===== src/rtl/lsu_pkg.sv =====
// Shared funct3 encodings, FSM state type and address mask for the load/store unit.
package lsu_pkg;
  localparam logic [2:0] F3_B  = 3'b000;
  localparam logic [2:0] F3_H  = 3'b001;
  localparam logic [2:0] F3_W  = 3'b010;
  localparam logic [2:0] F3_BU = 3'b100;
  localparam logic [2:0] F3_HU = 3'b101;

  localparam logic [31:0] ADDR_LSB_MASK = 32'hFFFF_FFFC;

  typedef enum logic [1:0] {
    IDLE  = 2'd0,
    READ  = 2'd1,
    WRITE = 2'd2,
    RESP  = 2'd3
  } lsu_state_t;
endpackage


===== src/rtl/lsu_lane_align.sv =====
// Combinational byte/halfword lane handling: load extract+extend and store merge.
module lsu_lane_align
  import lsu_pkg::*;
(
  input  logic [31:0] i_word,
  input  logic [31:0] i_wdata,
  input  logic [1:0]  i_off,
  input  logic [2:0]  i_funct3,
  output logic [31:0] o_load,
  output logic [31:0] o_store
);
  logic [31:0] w_shifted;
  logic [7:0]  w_byte;
  logic [15:0] w_half;
  logic [31:0] w_bmask;
  logic [31:0] w_hmask;

  assign w_shifted = i_word >> {i_off, 3'b000};
  assign w_byte    = w_shifted[7:0];
  assign w_half    = i_off[1] ? i_word[31:16] : i_word[15:0];
  assign w_bmask   = 32'h0000_00FF << {i_off, 3'b000};
  assign w_hmask   = i_off[1] ? 32'hFFFF_0000 : 32'h0000_FFFF;

  always_comb begin
    o_load = 32'h0;
    case (i_funct3)
      F3_B:    o_load = {{24{w_byte[7]}}, w_byte};
      F3_BU:   o_load = {24'h0, w_byte};
      F3_H:    o_load = {{16{w_half[15]}}, w_half};
      F3_HU:   o_load = {16'h0, w_half};
      F3_W:    o_load = i_word;
      default: o_load = 32'h0;
    endcase
  end

  // Replicate the store data across all lanes and let the mask pick the target lane.
  always_comb begin
    o_store = i_word;
    case (i_funct3)
      F3_B:    o_store = (i_word & ~w_bmask) | ({4{i_wdata[7:0]}} & w_bmask);
      F3_H:    o_store = (i_word & ~w_hmask) | ({2{i_wdata[15:0]}} & w_hmask);
      F3_W:    o_store = i_wdata;
      default: o_store = i_word;
    endcase
  end
endmodule


===== src/rtl/load_store_unit.sv =====
// Data-memory initiator: word-aligned RAM access, RMW for SB/SH, extended loads.
// LSU_MISALIGN_TRAP_EN: misaligned H/W requests error out; otherwise alignment is forced.
module load_store_unit
  import lsu_pkg::*;
#(
  parameter int DATA_WIDTH = 32
) (
  input  logic                  clk,
  input  logic                  rst_n,
  input  logic                  req_valid,
  output logic                  req_ready,
  input  logic                  req_we,
  input  logic [2:0]            req_funct3,
  input  logic [DATA_WIDTH-1:0] req_addr,
  input  logic [DATA_WIDTH-1:0] req_wdata,
  output logic                  resp_valid,
  output logic [DATA_WIDTH-1:0] resp_rdata,
  output logic                  resp_err,
  output logic                  mem_re,
  output logic                  mem_we,
  output logic [DATA_WIDTH-1:0] mem_addr,
  output logic [DATA_WIDTH-1:0] mem_wdata,
  input  logic [DATA_WIDTH-1:0] mem_rdata
);
  lsu_state_t r_state, w_next;

  logic                  r_we;
  logic [2:0]            r_f3;
  logic [DATA_WIDTH-1:0] r_addr;
  logic [DATA_WIDTH-1:0] r_wdata;
  logic [DATA_WIDTH-1:0] r_data;
  logic                  r_err;

  logic                  w_legal;
  logic                  w_is_h;
  logic                  w_is_w;
  logic                  w_mis;
  logic                  w_err;
  logic [DATA_WIDTH-1:0] w_addr_forced;
  logic [DATA_WIDTH-1:0] w_load;
  logic [DATA_WIDTH-1:0] w_store;

  assign w_is_h = (req_funct3[1:0] == 2'b01);
  assign w_is_w = (req_funct3[1:0] == 2'b10);
  assign w_mis  = (w_is_h & req_addr[0]) | (w_is_w & (|req_addr[1:0]));

  always_comb begin
    w_legal = 1'b0;
    if (req_we)
      w_legal = (req_funct3 == F3_B) || (req_funct3 == F3_H) || (req_funct3 == F3_W);
    else
      w_legal = (req_funct3 == F3_B) || (req_funct3 == F3_H) || (req_funct3 == F3_W) ||
                (req_funct3 == F3_BU) || (req_funct3 == F3_HU);
  end

`ifdef LSU_MISALIGN_TRAP_EN
  assign w_err = !w_legal || w_mis;
`else
  assign w_err = !w_legal;
`endif

  // Drop the offset bits a halfword/word cannot use; only matters when trapping is off.
  always_comb begin
    w_addr_forced = req_addr;
    if (w_is_h) w_addr_forced[0]   = 1'b0;
    if (w_is_w) w_addr_forced[1:0] = 2'b00;
  end

  always_ff @(posedge clk) begin
    if (!rst_n) begin
      r_state <= IDLE;
      r_we    <= 1'b0;
      r_f3    <= 3'b000;
      r_addr  <= '0;
      r_wdata <= '0;
      r_data  <= '0;
      r_err   <= 1'b0;
    end else begin
      r_state <= w_next;
      if (r_state == IDLE && req_valid) begin
        r_we    <= req_we;
        r_f3    <= req_funct3;
        r_addr  <= w_addr_forced;
        r_wdata <= req_wdata;
        r_err   <= w_err;
      end
      if (r_state == READ) r_data <= mem_rdata;
    end
  end

  always_comb begin
    w_next = r_state;
    case (r_state)
      IDLE: begin
        if (req_valid) begin
          if (w_err)                              w_next = RESP;
          else if (req_we && req_funct3 == F3_W)  w_next = WRITE;
          else                                    w_next = READ;
        end
      end
      READ:    w_next = r_we ? WRITE : RESP;
      WRITE:   w_next = RESP;
      RESP:    w_next = IDLE;
      default: w_next = IDLE;
    endcase
  end

  lsu_lane_align u_align (
    .i_word   (r_data),
    .i_wdata  (r_wdata),
    .i_off    (r_addr[1:0]),
    .i_funct3 (r_f3),
    .o_load   (w_load),
    .o_store  (w_store)
  );

  always_comb begin
    req_ready  = (r_state == IDLE);
    mem_re     = (r_state == READ);
    mem_we     = (r_state == WRITE);
    mem_addr   = '0;
    mem_wdata  = '0;
    resp_valid = (r_state == RESP);
    resp_err   = 1'b0;
    resp_rdata = '0;
    if (r_state == READ || r_state == WRITE) mem_addr = r_addr & ADDR_LSB_MASK;
    if (r_state == WRITE) mem_wdata = w_store;
    if (r_state == RESP) begin
      resp_err = r_err;
      if (!r_we && !r_err) resp_rdata = w_load;
    end
  end
endmodule


===== config.mk =====
export PLATFORM = sky130hd
export DESIGN_NAME = load_store_unit
export DESIGN_NICKNAME = d
export VERILOG_FILES = /design/src/rtl/lsu_pkg.sv /design/src/rtl/lsu_lane_align.sv /design/src/rtl/load_store_unit.sv
export SDC_FILE = /design/constraint.sdc
export NUM_CORES = 1
export LEC_CHECK = 0
export ABC_CLOCK_PERIOD_IN_PS = 1990
export CAP_MARGIN = 20
export CORE_ASPECT_RATIO = 1.5
export CORE_MARGIN = 2
export CORE_UTILIZATION = 46
export CTS_CLUSTER_DIAMETER = 120
export DETAILED_ROUTE_END_ITERATION = 10
export HOLD_SLACK_MARGIN = 0.1
export PLACE_DENSITY = 0.91
export SYNTH_ARGS = -nofsm -noshare
export SYNTH_HDL_FRONTEND = slang
export SYNTH_SLANG_ARGS = --single-unit

===== constraint.sdc =====
create_clock -name clk -period 1.99 [get_ports clk]
set_input_delay 0.2985 -clock clk [delete_from_list [all_inputs] [get_ports clk]]
set_output_delay 0.2985 -clock clk [all_outputs]
set_load 0.01 [all_outputs]

## Word level (Yosys, flattened, before mapping)

Cells that the tools add are included.

| cells by class | value |
|---|---|
| equal/unequal tests | 14 |
| shifts and indexed selects | 2 |
| mux-type cells | 17 |
| bitwise logic cells | 8 |
| reduce and logical (&&, ||, !) cells | 14 |

Operator list:

| operator | count |
|---|---|
| $mux 32 | 5 |
| $pmux 32 s5 | 1 |
| $and 32x32->32 | 4 |
| $pmux 32 s3 | 1 |
| $not 32->32 | 2 |
| $or 32x32->32 | 2 |
| $shl 8x5->32 const A | 1 |
| $shr 32x5->8 | 1 |
| $mux 16 | 1 |
| $eq 3x3->1 const B | 4 |
| $mux 2 | 4 |
| $pmux 2 s4 | 1 |
| $eq 2x2->1 const B | 3 |
| $eq 3x1->1 const B | 2 |
| $eq 3x2->1 const B | 2 |
| $logic_not 3->1 | 2 |
| $logic_or 1x1->1 | 5 |
| $eq 2x1->1 const B | 2 |
| $mux 1 | 4 |
| $logic_and 1x1->1 | 3 |
| $logic_not 1->1 | 3 |
| $logic_not 2->1 | 1 |
| $ne 2x2->1 const B | 1 |

| word-level totals | value |
|---|---|
| bits in registers | 103 |
| output and inout port bits | 101 |
| logic and storage cells | 62 |

## Depth between registers and ports, before layout

Gate-level depths: netlist of the first run.

| depth | value |
|---|---|
| word-level depth | 9 |
| depth in mapped cells | 7 |
| depth with buffers taken out | 6 |

## Modules after synthesis

A second synthesis of the first run with hierarchy kept.

| unflattened totals | value |
|---|---|
| cells, all modules | 873 |
| area total of the unflattened synthesis | 6980.4 um^2 |

Modules (own cells, without submodules):

| module | instances | cells each | area an instance (um^2) | sequential area each (um^2) |
|---|---|---|---|---|
| load_store_unit | 1 | 536 | 4655.7 | 2062.0 |
| lsu_lane_align | 1 | 337 | 2324.7 | 0.0 |

## Worst setup path before layout of the first run

No wires, ideal clock.

| timing | value |
|---|---|
| kind | register to output |
| start | register r_addr[0] |
| end | output port resp_rdata[5] |
| arrival | 1521 ps |
| required time | 1691 ps |
| path slack | 171 ps |
| cell stages (with the launch flop) | 7 |
| path buffers | 2 |
| cell sequence | dfxtp_1 > buf_6 > nand2b_1 > buf_2 > a21oi_2 > nor2_1 > a2111oi_0 |

| on the way | value |
|---|---|
| word-level cells in the longest chain between the ends | 4 |

RTL lines:

| element | line | text |
|---|---|---|
| start: declaration | load_store_unit.sv:29 | `logic [DATA_WIDTH-1:0] r_addr;` |
| start signal: assignment | load_store_unit.sv:83 | `r_addr <= w_addr_forced;` |
| $shr 32x5->8 | lsu_lane_align.sv:18 | `assign w_shifted = i_word >> {i_off, 3'b000};` |
| $pmux 32 s5 | lsu_lane_align.sv:26 | `case (i_funct3)` |
| $mux 32 | load_store_unit.sv:130 | `if (!r_we && !r_err) resp_rdata = w_load;` |
| $mux 32 | load_store_unit.sv:128 | `if (r_state == RESP) begin` |
| end: declaration | load_store_unit.sv:17 | `output logic [DATA_WIDTH-1:0] resp_rdata,` |

No other way between the ends.

## Final worst setup path of the first run

| timing | value |
|---|---|
| start | register r_f3[1] |
| end | output port mem_wdata[26] |

| on the way | value |
|---|---|
| word-level cells in the longest chain between the ends | 3 |
| elaborated cells between the ends (all ways) | 5 |

RTL lines:

| element | line | text |
|---|---|---|
| start: declaration | load_store_unit.sv:28 | `logic [2:0] r_f3;` |
| start signal: assignment | load_store_unit.sv:82 | `r_f3 <= req_funct3;` |
| $eq 3x2->1 (tied with other cells) | lsu_lane_align.sv:39 | `case (i_funct3)` |
| $pmux 32 s3 (*) | lsu_lane_align.sv:39 |  |
| $mux 32 (*) | load_store_unit.sv:127 | `if (r_state == WRITE) mem_wdata = w_store;` |
| end: declaration | load_store_unit.sv:22 | `output logic [DATA_WIDTH-1:0] mem_wdata,` |

Every way passes the cells marked *; elsewhere a longest branch is shown, timed or not.

==> results.txt, run 1 <==
The total buffers and inverters traversed by the critical path came out at 2. The number of design rule violations left after detail routing is 0. The xor/xnor cell area share of the yosys netlist is 0. The peak ir drop on the vdd network is 0.7061 mV.

0 antenna diodes ended up in the layout. The H-tree depth came out at 3. After detailed placement, the total cell area comes to 8700 um^2.

The final RePlAce weighted congestion came out at 1.032. For this configuration, the core starts out at a cell density of 0.4732. The average cell area after synthesis is 7.852 um^2. In this run the count of I/O pins placed on the die edge is 204. The normalized max-slew margin is 0.6614. The clock network latency to the later pin of the worst-skew pair is 0.36 ns. The maximum single-stage delay on the critical path is 0.40 ns.

The critical path crosses 6 cells after its start point. The synthesized area is 5921 um^2. The kind of critical path is reg2out. The routed wirelength normalized by instance count came out at 22.74 um. Setup repair after global routing could not meet its margin everywhere. The number of placed cells counting well taps is 1149. In the layout the commonest cells are sky130_fd_sc_hd__nand2_1, sky130_fd_sc_hd__clkdlybuf4s50_1, sky130_fd_sc_hd__dfxtp_1. The number of cell rows came out at 50.

The cell depth of the worst flop-to-flop path is 7. The number of maximum-capacitance violations came out at 0. The share of layout cells above drive strength 1 is 0.3956.

The leakage power summed over all cells came out at 3.918 nW. The count of clock tree sinks is 103. The total of endpoints with negative setup slack in the final report is 64. After synthesis, the share of flip-flops with an asynchronous set or reset is 0. Walking the worst path, the cells encountered are buf_6 -> a21o_1 -> a21oi_2 -> nor2_4 -> a221o_1 -> buf_2. The overall power is 10.96 mW. The number of storage elements in the synthesis netlist came out at 103.

The data arrival at the endpoint of the critical path is 1.98 ns. The floorplan step defined a core boundary enclosing 12510 um^2. Wires add up to 27.40 mm. The first global-routing pass estimated 37.32 mm of wire. The worst hold slack is 0.4590 ns. The number of CTS-inserted buffers came out at 9. The dominant register cell in the synthesized netlist is sky130_fd_sc_hd__dfxtp_1.

The die boundary width is 96.63 um. Relative to the synthesized area, the layout overhead comes to 68.83%. The all-layer global routing usage came out at 0.3386. The max-slew violation count is 0. The deepest clock path buffer count came out at 2. The number of antenna violations at the first check in global routing was 0. Clock tree synthesis selected as its root buffer the cell sky130_fd_sc_hd__clkbuf_16.

The largest fanout on the critical path came out at 6. The mean number of vias per cell is 6.048. The final reports fail on negative setup slack. The total count of hold-check failures in the final report is 0. The number of enable-type register cells in the synthesized netlist came out at 0. The slowest stage of the critical path is the sky130_fd_sc_hd__a221o_1 cell. The worst setup path is launched from a register. The share of the core filled with cells in the final layout is 0.7989. The share of the synthesized area in compound gates (AO/OA/AOI/OAI) came out at 0.2454.

The adder and majority gate portion of the synthesized area came out at 0.008453. The required time at the endpoint of the critical path came out at 1.69 ns. The via count of the first global-routing pass came out at 7125. The first-pass detailed-route iteration total came out at 6. Leaving out fill and tap cells, the most frequent cell in the layout is sky130_fd_sc_hd__nand2_1. The cell count after synthesis is 754. The clock-pin slew on the worst setup and hold paths is 0.07 ns. The setup total negative slack is -11.34 ns. The minimum clock period is 2.275 ns.

By area, the combinational part of the netlist is dominated by simple AND/OR/NAND/NOR gates. The total number of yosys warnings came out at 0. Counting instances, the worst hold path has a depth of 2.

The multiplexer share of the synthesized area is 0.08157. Once routing completed, OpenROAD measured the worst setup slack at -0.2852 ns. The worst slack after detailed placement is -0.3928 ns.

The post-detailed-route count of antenna-violating nets is 0. The floorplan step defined a die boundary enclosing 13810 um^2. The setup skew after layout is 0.007692 ns. The CTS tree is yes. The maximum achievable frequency is 439.5 MHz.

The fraction of the yosys area taken by sequential cells is 0.3483. The via count came out at 7288. The total non-filler cell area in the finished layout is 9996 um^2. Of the total synthesized cell area, the portion taken by AND, OR, NAND and NOR gates is 0.2618.

The net count of the finished layout came out at 1152. The flow ran to the end, but the final reports show violations. The worst setup path is captured at an output pin.

In the finished design, the share of the clock period the worst path needs comes to 1.143. The power density over the cells came out at 1096 nW/um^2. Entering global routing, the biggest net connects 104 pins. Grouping stages by cell kind, the critical path spends the most delay in compound AO/OA/AOI/OAI gates. The transition time at the pin with the least slew margin came out at 0.5060 ns. The number of distinct standard cells referenced by the synthesized netlist came out at 54.

The first routing iteration left 589 violations. The total of buffers placed on input and output ports is 201. The global-route congestion overflow total is 0. Counting the fill cells in the layout gives 737. The tightest min-delay check is of the reg2reg type.

The placed wire-length estimate after detailed placement is 16.25 mm. Once layout is complete, the cells apart from fillers number 1205. The worst-case register-to-register setup slack came out at 0.29 ns. The height of the die came out at 143.0 um.
## state kept, by name, indices dropped and copies added, names as in the netlist
signal and cells:
r_addr 32, r_data 32, r_wdata 32, r_f3 3, r_state 2, r_err 1
r_we 1
## tightest hold or removal path, stage by stage (launching register included)
cell,delay [ns]
sky130_fd_sc_hd__dfxtp_1,0.31
sky130_fd_sc_hd__nand2_1,0.04
sky130_fd_sc_hd__a21boi_0,0.06
## kinds of logic after synthesis
group	Yosys count
buffers and inverters	69
flip-flops	103
AND/OR/NAND/NOR	327
AO/OA/AOI/OAI	204
multiplexers	46
other	1
adder cells (fa/ha/maj)	4
## routing by layer
metal / part of all wire / GRT usage / wire length [um] / up-vias
li1: - / - / - / 3191
met1: 0.33 / 0.3530 / 9173 / 3409
met2: 0.49 / 0.6053 / 13520 / 480
met3: 0.084 / 0.07293 / 2313 / 208
met4: 0.088 / 0.2335 / 2401 / 0
met5: 0 / 0 / 0 / -
## synthesized netlist by cell type, types with 12 or more instances
library cell / number / area (um^2)
sky130_fd_sc_hd__and2_1: 39 / 244.0
sky130_fd_sc_hd__nor2_1: 35 / 131.4
sky130_fd_sc_hd__o21ai_0: 14 / 70.07
sky130_fd_sc_hd__buf_2: 21 / 105.1
sky130_fd_sc_hd__a21boi_0: 67 / 503.0
sky130_fd_sc_hd__dfxtp_1: 103 / 2062
sky130_fd_sc_hd__clkbuf_1: 30 / 112.6
sky130_fd_sc_hd__nor2b_1: 39 / 244.0
sky130_fd_sc_hd__a221o_1: 12 / 120.1
sky130_fd_sc_hd__mux2i_1: 37 / 370.4
sky130_fd_sc_hd__a21oi_1: 48 / 240.2
sky130_fd_sc_hd__nand3_1: 17 / 85.08
sky130_fd_sc_hd__nand2_1: 164 / 615.6
## where the power goes
group | internal [mW] | switching (mW) | total, mW | leakage, nW
combinational | 2.90 | 3.27 | 6.16 | 2.94
clock | 0.866 | 0.891 | 1.76 | 0.132
sequential | 2.51 | 0.528 | 3.04 | 0.847
## layout make-up
| class | count | area [um^2] | area share |
|---|---|---|---|
| multi-input cells | 584 | 4383 | 0.4385 |
| flip-flops and latches | 103 | 2083 | 0.2084 |
| clock inverters | 6 | 55.05 | 0.005508 |
| inverters | 6 | 25.02 | 0.002503 |
| repair buffers | 341 | 3029 | 0.3030 |
| well taps | 156 | 195.2 | 0.01953 |
| clock buffers | 9 | 225.2 | 0.02253 |
## final timing paths
kind / startpoint / end
worst max-delay path: r_f3[1] / mem_wdata[26]
worst min-delay path: r_addr[7] / r_addr[7]
worst max register to register: r_state[1] / r_addr[14]
worst min register to register: r_addr[7] / r_addr[7]
## what timing repair did
action	in CTS	in global routing
gates resized for setup	488	138
pin swaps	61	43
gates cloned	7	4
endpoints found under the setup margin	97	95
buffers inserted	27	11
hold buffers	0	0
(Power assumes the default switching activity.)
==> run 2: changes to the inputs <==
--- a/config.mk
+++ b/config.mk
@@ -5,7 +5,6 @@
 export SDC_FILE = /design/constraint.sdc
 export NUM_CORES = 1
 export LEC_CHECK = 0
-export ABC_CLOCK_PERIOD_IN_PS = 1990
 export CAP_MARGIN = 20
 export CORE_ASPECT_RATIO = 1.5
 export CORE_MARGIN = 2
@@ -13,7 +12,7 @@
 export CTS_CLUSTER_DIAMETER = 120
 export DETAILED_ROUTE_END_ITERATION = 10
 export HOLD_SLACK_MARGIN = 0.1
-export PLACE_DENSITY = 0.91
+export PLACE_DENSITY = 0.81
 export SYNTH_ARGS = -nofsm -noshare
 export SYNTH_HDL_FRONTEND = slang
 export SYNTH_SLANG_ARGS = --single-unit
==> results.txt, run 2 (same netlist as run 1, synthesis figures left out) <==
The flow ran to the end, but the final reports show violations. The final reports fail on negative setup slack. In this run the worst hold path is classified as in2reg.

Global routing finished with a remaining overflow of 0. Clock tree synthesis found a total of 103 sinks. The starting density of the core is 0.4732. The internal power of the cells totals 7.206 mW. The worst setup path is captured at an output pin. The share of the core filled with cells in the final layout is 0.8635. The I/O pin count is 204. The combinational cell fraction of total power is 0.595. The layout-stage area growth over the synthesis result came out at 82.48%.

The clock-pin slew on the worst setup and hold paths came out at 0.08 ns. The clock passes through at most 2 buffers. The max-slew violation count came out at 0. Summed over all cells, the static leakage comes to 4.298 nW. The clock network latency to the later pin of the worst-skew pair came out at 0.36 ns. The final critical-path share of the clock period is 1.178. The area of the die is 13810 um^2. Detailed placement finished with a half-perimeter wire length of 16.54 mm. The routed wire length came out at 29.28 mm. The die boundary width is 96.63 um. In the final timing run, aggregate negative setup slack is -18.53 ns. The first global-routing pass estimated 39.96 mm of wire. At the end of routability-driven placement, the weighted congestion stood at 0.9917. The peak ir drop on the vdd network is 0.8747 mV. In the final layout, the share of cells above drive strength 1 is 0.4442. The largest fanout on the critical path is 7. The height of the die came out at 143.0 um. The total area inside the core boundary comes to 12510 um^2. The number of antenna violations at the first check in global routing came out at 0. The number of maximum-capacitance violations came out at 0. The via count is 7624. The number of fillers in the final layout is 608. The total non-filler cell area in the finished layout is 10800 um^2. In the routed layout, each cell is associated on average with a via count of 6.056. The H-tree depth is 3. The via count of the first global-routing pass was 7537. The count of routing violations after the opening detailed-route iteration is 706.

The setup slack of the critical path after layout came out at -0.3542 ns. Leaving out fill and tap cells, the most frequent cells in the layout are sky130_fd_sc_hd__nand2_1, sky130_fd_sc_hd__buf_4, sky130_fd_sc_hd__clkdlybuf4s50_1. Setup repair after global routing could not meet its margin everywhere. The share of total power dissipated in sequential elements is 0.249. The number of placed cells counting well taps came out at 1161. The number of cell rows came out at 50.

The post-detailed-route count of antenna-violating nets came out at 0. The largest registers in the layout are r_addr (32), r_data (32), r_wdata (32). Between clock sinks in the finished design, the worst skew comes to 0.008240 ns. In this run the power density over the cells is 1139 nW/um^2. The largest net degree at the start of global routing came out at 49.

The first-pass detailed-route iteration total came out at 5. Once placement finished, the instance area stood at 8752 um^2. Buffers inserted during clock tree synthesis total 9. The net load switching power came out at 5.098 mW. TritonCTS built the clock tree. The data arrival at the endpoint of the critical path is 2.05 ns. The minimum clock period came out at 2.344 ns. The number of design rule violations left after detail routing is 0. The cell chosen for the clock root is sky130_fd_sc_hd__clkbuf_16.

The total of buffers placed on input and output ports is 201. The fraction of power consumed by the clock network is 0.156. STA classifies the critical path startpoint as a register. After detailed routing, the average wire length per cell comes to 23.26 um. The total count of hold-check failures in the final report is 0. At the worst endpoint, the required time is 1.69 ns. The share of total power consumed by net switching came out at 0.4143. For this run, the post-layout net count is 1205. Leaving out fill and tap cells, the most frequent cell in the layout is sky130_fd_sc_hd__nand2_1.

In the global route stage, overall resource usage came out at 0.3662. The total of endpoints with negative setup slack in the final report came out at 93. The critical path in this run is classified as reg2out.

For this run, the top clock speed supported by timing is 426.6 MHz. The antenna cell count is 0. Once layout is complete, the cells apart from fillers number 1259.
run 2: stage by stage:
step	setup slack [ns]	hold slack [ns]	total power, mW
finish	-0.3542	0.4254	12.30
global route	-0.3939	0.4553	12.69
CTS	-0.2817	0.4165	11.19
detailed placement	-0.4963	0.4520	7.557
global placement	-0.5111	0.4442	7.485
floorplan	0.1707	0.4383	5.262
run 2: final cells by class:
| cell class | count | area, um^2 | share of cell area |
|---|---|---|---|
| Timing Repair Buffer | 394 | 3690 | 0.3415 |
| Clock inverter | 6 | 77.57 | 0.007180 |
| Clock buffer | 10 | 229.0 | 0.02119 |
| Inverter | 6 | 37.54 | 0.003474 |
| Tap cell | 156 | 195.2 | 0.01807 |
| Multi-Input combinational cell | 584 | 4489 | 0.4155 |
| Sequential cell | 103 | 2086 | 0.1931 |
run 2: power by group through the flow:
stage / Clock (mW) / Sequential [mW] / Combinational (mW)
5_1_grt: 2.00 / 3.06 / 7.62
4_1_cts: 1.88 / 2.94 / 6.37
6_report: 1.92 / 3.06 / 7.33
3_3_place_gp: 0 / 2.91 / 4.57
3_5_place_dp: 0 / 2.93 / 4.63
2_1_floorplan: 0 / 2.78 / 2.48
run 2: layer usage:
layer / GRT usage / up-vias / wire length, um
met1: 0.3783 / 3578 / 10040
met3: 0.07097 / 208 / 2315
met4: 0.2809 / 0 / 2612
met5: 0 / - / 0
met2: 0.6506 / 545 / 14310
li1: - / 3293 / -
run 2: final timing paths:
check                  start             end  slack, ns  cells after the start
hold reg to reg   r_addr[11]      r_addr[11]       0.46                      2
setup reg to reg  r_state[1]      r_state[0]       0.24                      8
hold / removal         rst_n     r_wdata[15]       0.43                      2
setup / recovery     r_f3[0]  resp_rdata[22]      -0.35                      8
run 2: timing repair:
item	4_1_cts	5_1_grt
gates resized for setup	585	111
setup buffers	62	21
setup endpoints to repair	96	94
gates cloned	4	1
hold buffers	0	0
pin swaps	56	41
run 2: worst max-delay path: stages, from the launching register on:
cell,delay (ns)
sky130_fd_sc_hd__dfxtp_4,0.40
sky130_fd_sc_hd__buf_4,0.17
sky130_fd_sc_hd__nor3_4,0.22
sky130_fd_sc_hd__buf_4,0.21
sky130_fd_sc_hd__nand2_4,0.08
sky130_fd_sc_hd__o31a_4,0.15
sky130_fd_sc_hd__buf_6,0.13
sky130_fd_sc_hd__a21oi_2,0.14
sky130_fd_sc_hd__buf_2,0.17
==> run 3: changes to the inputs <==
==> constraint.sdc (replaced) <==
create_clock -name clk -period 1.99 [get_ports clk]
set_input_delay 0.199 -clock clk [delete_from_list [all_inputs] [get_ports clk]]
set_output_delay 0.199 -clock clk [all_outputs]
set_load 0.01 [all_outputs]
==> results.txt, run 3 (same netlist as run 1, synthesis figures left out) <==
The flow ran to the end, but the final reports show violations. The checks that failed: negative setup slack. The total non-filler cell area in the finished layout is 9970 um^2. No sink is reached through more buffers than the 2 on the longest clock path. STA puts the critical path data arrival time at 1.99 ns.

The routed wirelength normalized by instance count is 20.93 um. In the final layout, the registers with the most flip-flops are r_addr (32), r_data (32), r_wdata (32). The via count of the first global-routing pass was 6691.

In the final layout, the share of cells above drive strength 1 is 0.3597. Across the whole layout, storage elements account for 2083 um^2. On the final layout, the worst clock skew is 0.008324 ns.

Once detail routing completed, the nets flagged for antenna violations numbered 0. The H-tree depth is 3. The analysis attributes to cell leakage a power of 3.936 nW. The global-route congestion overflow total is 0. Clock tree synthesis found a total of 103 sinks. The number of antenna violations at the first check in global routing came out at 0.

The max-slew violation count is 0. The worst setup path is captured at an output pin. The tool flagged a number of max-cap violations equal to 0. The all-layer global routing usage came out at 0.3209. The total buffers and inverters traversed by the critical path came out at 4.

The slowest stage of the critical path is the sky130_fd_sc_hd__dfxtp_4 cell. By instance count, the cell type seen most on the critical path is sky130_fd_sc_hd__buf_6. The most common cell after layout, fill and taps aside is sky130_fd_sc_hd__nand2_1. The area growth from synthesis to layout is 68.39%. The setup slack of the critical path after layout is -0.2028 ns. The cell chosen for the clock root is sky130_fd_sc_hd__clkbuf_16. The global-route wire length before repair is 35.27 mm.

The met3 routed wirelength is 1.627 mm. The minimum clock period came out at 2.193 ns. The die boundary width came out at 96.63 um. Leaving out fill and tap cells, the most frequent cells in the layout are sky130_fd_sc_hd__nand2_1, sky130_fd_sc_hd__clkdlybuf4s50_1, sky130_fd_sc_hd__dfxtp_1. Based on the critical path, the design can be clocked at up to 456.0 MHz. The peak ir drop on the vdd network came out at 0.5610 mV. Signal routing reaches up to met4. The number of cell rows is 50. The count of routing violations after the opening detailed-route iteration came out at 543.

The power density over the cells is 1069 nW/um^2. The number of CTS-inserted buffers came out at 9. The starting density of the core came out at 0.4732. The die covers 13810 um^2. The length of routed met2 wiring came out at 12.96 mm.

The routed wire length is 25.20 mm. The required time at the endpoint of the critical path is 1.79 ns. After detailed routing, the number of vias per cell comes to 5.834. The congestion estimate from routability-driven global placement came to 0.9734. Clock-pin slew was measured on the worst setup and hold paths at 0.08 ns. After detailed routing, the number of remaining DRC violations is 0. Entering global routing, the biggest net connects 55 pins. The maximum single-stage delay on the critical path came out at 0.37 ns. The clock network latency to the later pin of the worst-skew pair is 0.35 ns. The placed wire-length estimate after detailed placement is 16.46 mm.

After the last flow step, the layout net total stands at 1151. Dividing the final minimum period by the clock period gives 1.102. After filler insertion, the fill cell instance count of the layout stands at 819. The count of hold buffers inserted by post-cts repair came out at 0. The worst setup path is launched from a register. The total of endpoints with negative setup slack in the final report is 59. The total count of hold-check failures in the final report is 0.

The via count came out at 7024. The antenna cell count came out at 0. The standard cell core area came out at 12510 um^2. By startpoint and endpoint, the worst setup path is classified as reg2out. The detailed router put a total of 8.737 mm of wire on met1. The multi-input combinational cell area is 4284 um^2. The die is 143.0 um tall. The type of the worst min-delay path is in2reg. For this design the top-level I/O count stands at 204. In this run the tool buffered the top-level ports with 201 buffer cells.

The critical path goes through buf_12 -> nor3_4 -> buf_6 -> nand2_4 -> o31a_4 -> buf_6 -> a21oi_2 -> buf_2. The family of cells with the greatest summed delay on the critical path is buffers and inverters. The CTS tree is yes. Summing all placed instances gives a cell area of 8655 um^2. The largest fanout on the critical path came out at 6. The first-pass detailed-route iteration total came out at 7. Setup repair after global routing could not meet its margin everywhere.

The share of the core filled with cells in the final layout is 0.7968.
-- run 3: report_power, final --
part,switching (mW),leakage (nW),internal [mW],total (mW)
sequential,0.500,0.847,2.51,3.01
clock,0.874,0.149,0.995,1.87
combinational,3.04,2.94,2.74,5.78
total,4.41,3.94,6.24,10.7
-- run 3: area by class of cell --
cell class | instances | share of cell area
Tap cell | 156 | 0.01958
Multi-Input combinational cell | 584 | 0.4297
Clock buffer | 9 | 0.02259
Inverter | 6 | 0.003012
Clock inverter | 6 | 0.007907
Sequential cell | 103 | 0.2090
Timing Repair Buffer | 340 | 0.3082
-- run 3: timing repair --
action / 4_1_cts / 5_1_grt
pin swaps: 31 / 54
gates resized for setup: 394 / 145
endpoints found under the hold margin: 0 / 0
setup endpoints to repair: 96 / 90
setup buffers: 24 / 17
cloned: 3 / 1
-- run 3: metal layers --
layer / GRT usage / up-vias
met3: 0.05091 / 123
met4: 0.1972 / 0
met1: 0.3468 / 3316
li1: - / 3191
met2: 0.5844 / 394
met5: 0 / -
-- run 3: per-stage QoR --
step,setup slack (ns),hold WS [ns],TNS [ns],power (mW),cells
floorplan,0.2702,0.3439,0,5.262,755
global placement,-0.2707,0.4457,-8.658,7.452,1148
detailed placement,-0.2959,0.4522,-8.993,7.521,1148
CTS,-0.1663,0.3955,-4.223,9.908,1188
global route,-0.2390,0.4063,-9.818,11.10,1204
finish,-0.2028,0.3966,-7.126,10.66,1204
-- run 3: worst paths after layout --
kind                     start        endpoint  slack [ns]  depth (start not counted)
setup / recovery       r_f3[0]  resp_rdata[16]       -0.20                          8
hold / removal    req_addr[19]      r_addr[19]        0.40                          3
setup reg to reg    r_state[1]      r_addr[10]        0.27                          7
hold reg to reg     r_addr[31]      r_addr[31]        0.46                          2
-- run 3: worst register-to-register path, stage by stage, from the launching register on --
cell and delay [ns]:
sky130_fd_sc_hd__dfxtp_2 0.36, sky130_fd_sc_hd__buf_6 0.12, sky130_fd_sc_hd__inv_1 0.08, sky130_fd_sc_hd__ha_4 0.20
sky130_fd_sc_hd__nand2_2 0.26, sky130_fd_sc_hd__buf_4 0.33, sky130_fd_sc_hd__nand2_1 0.10, sky130_fd_sc_hd__a21boi_0 0.19
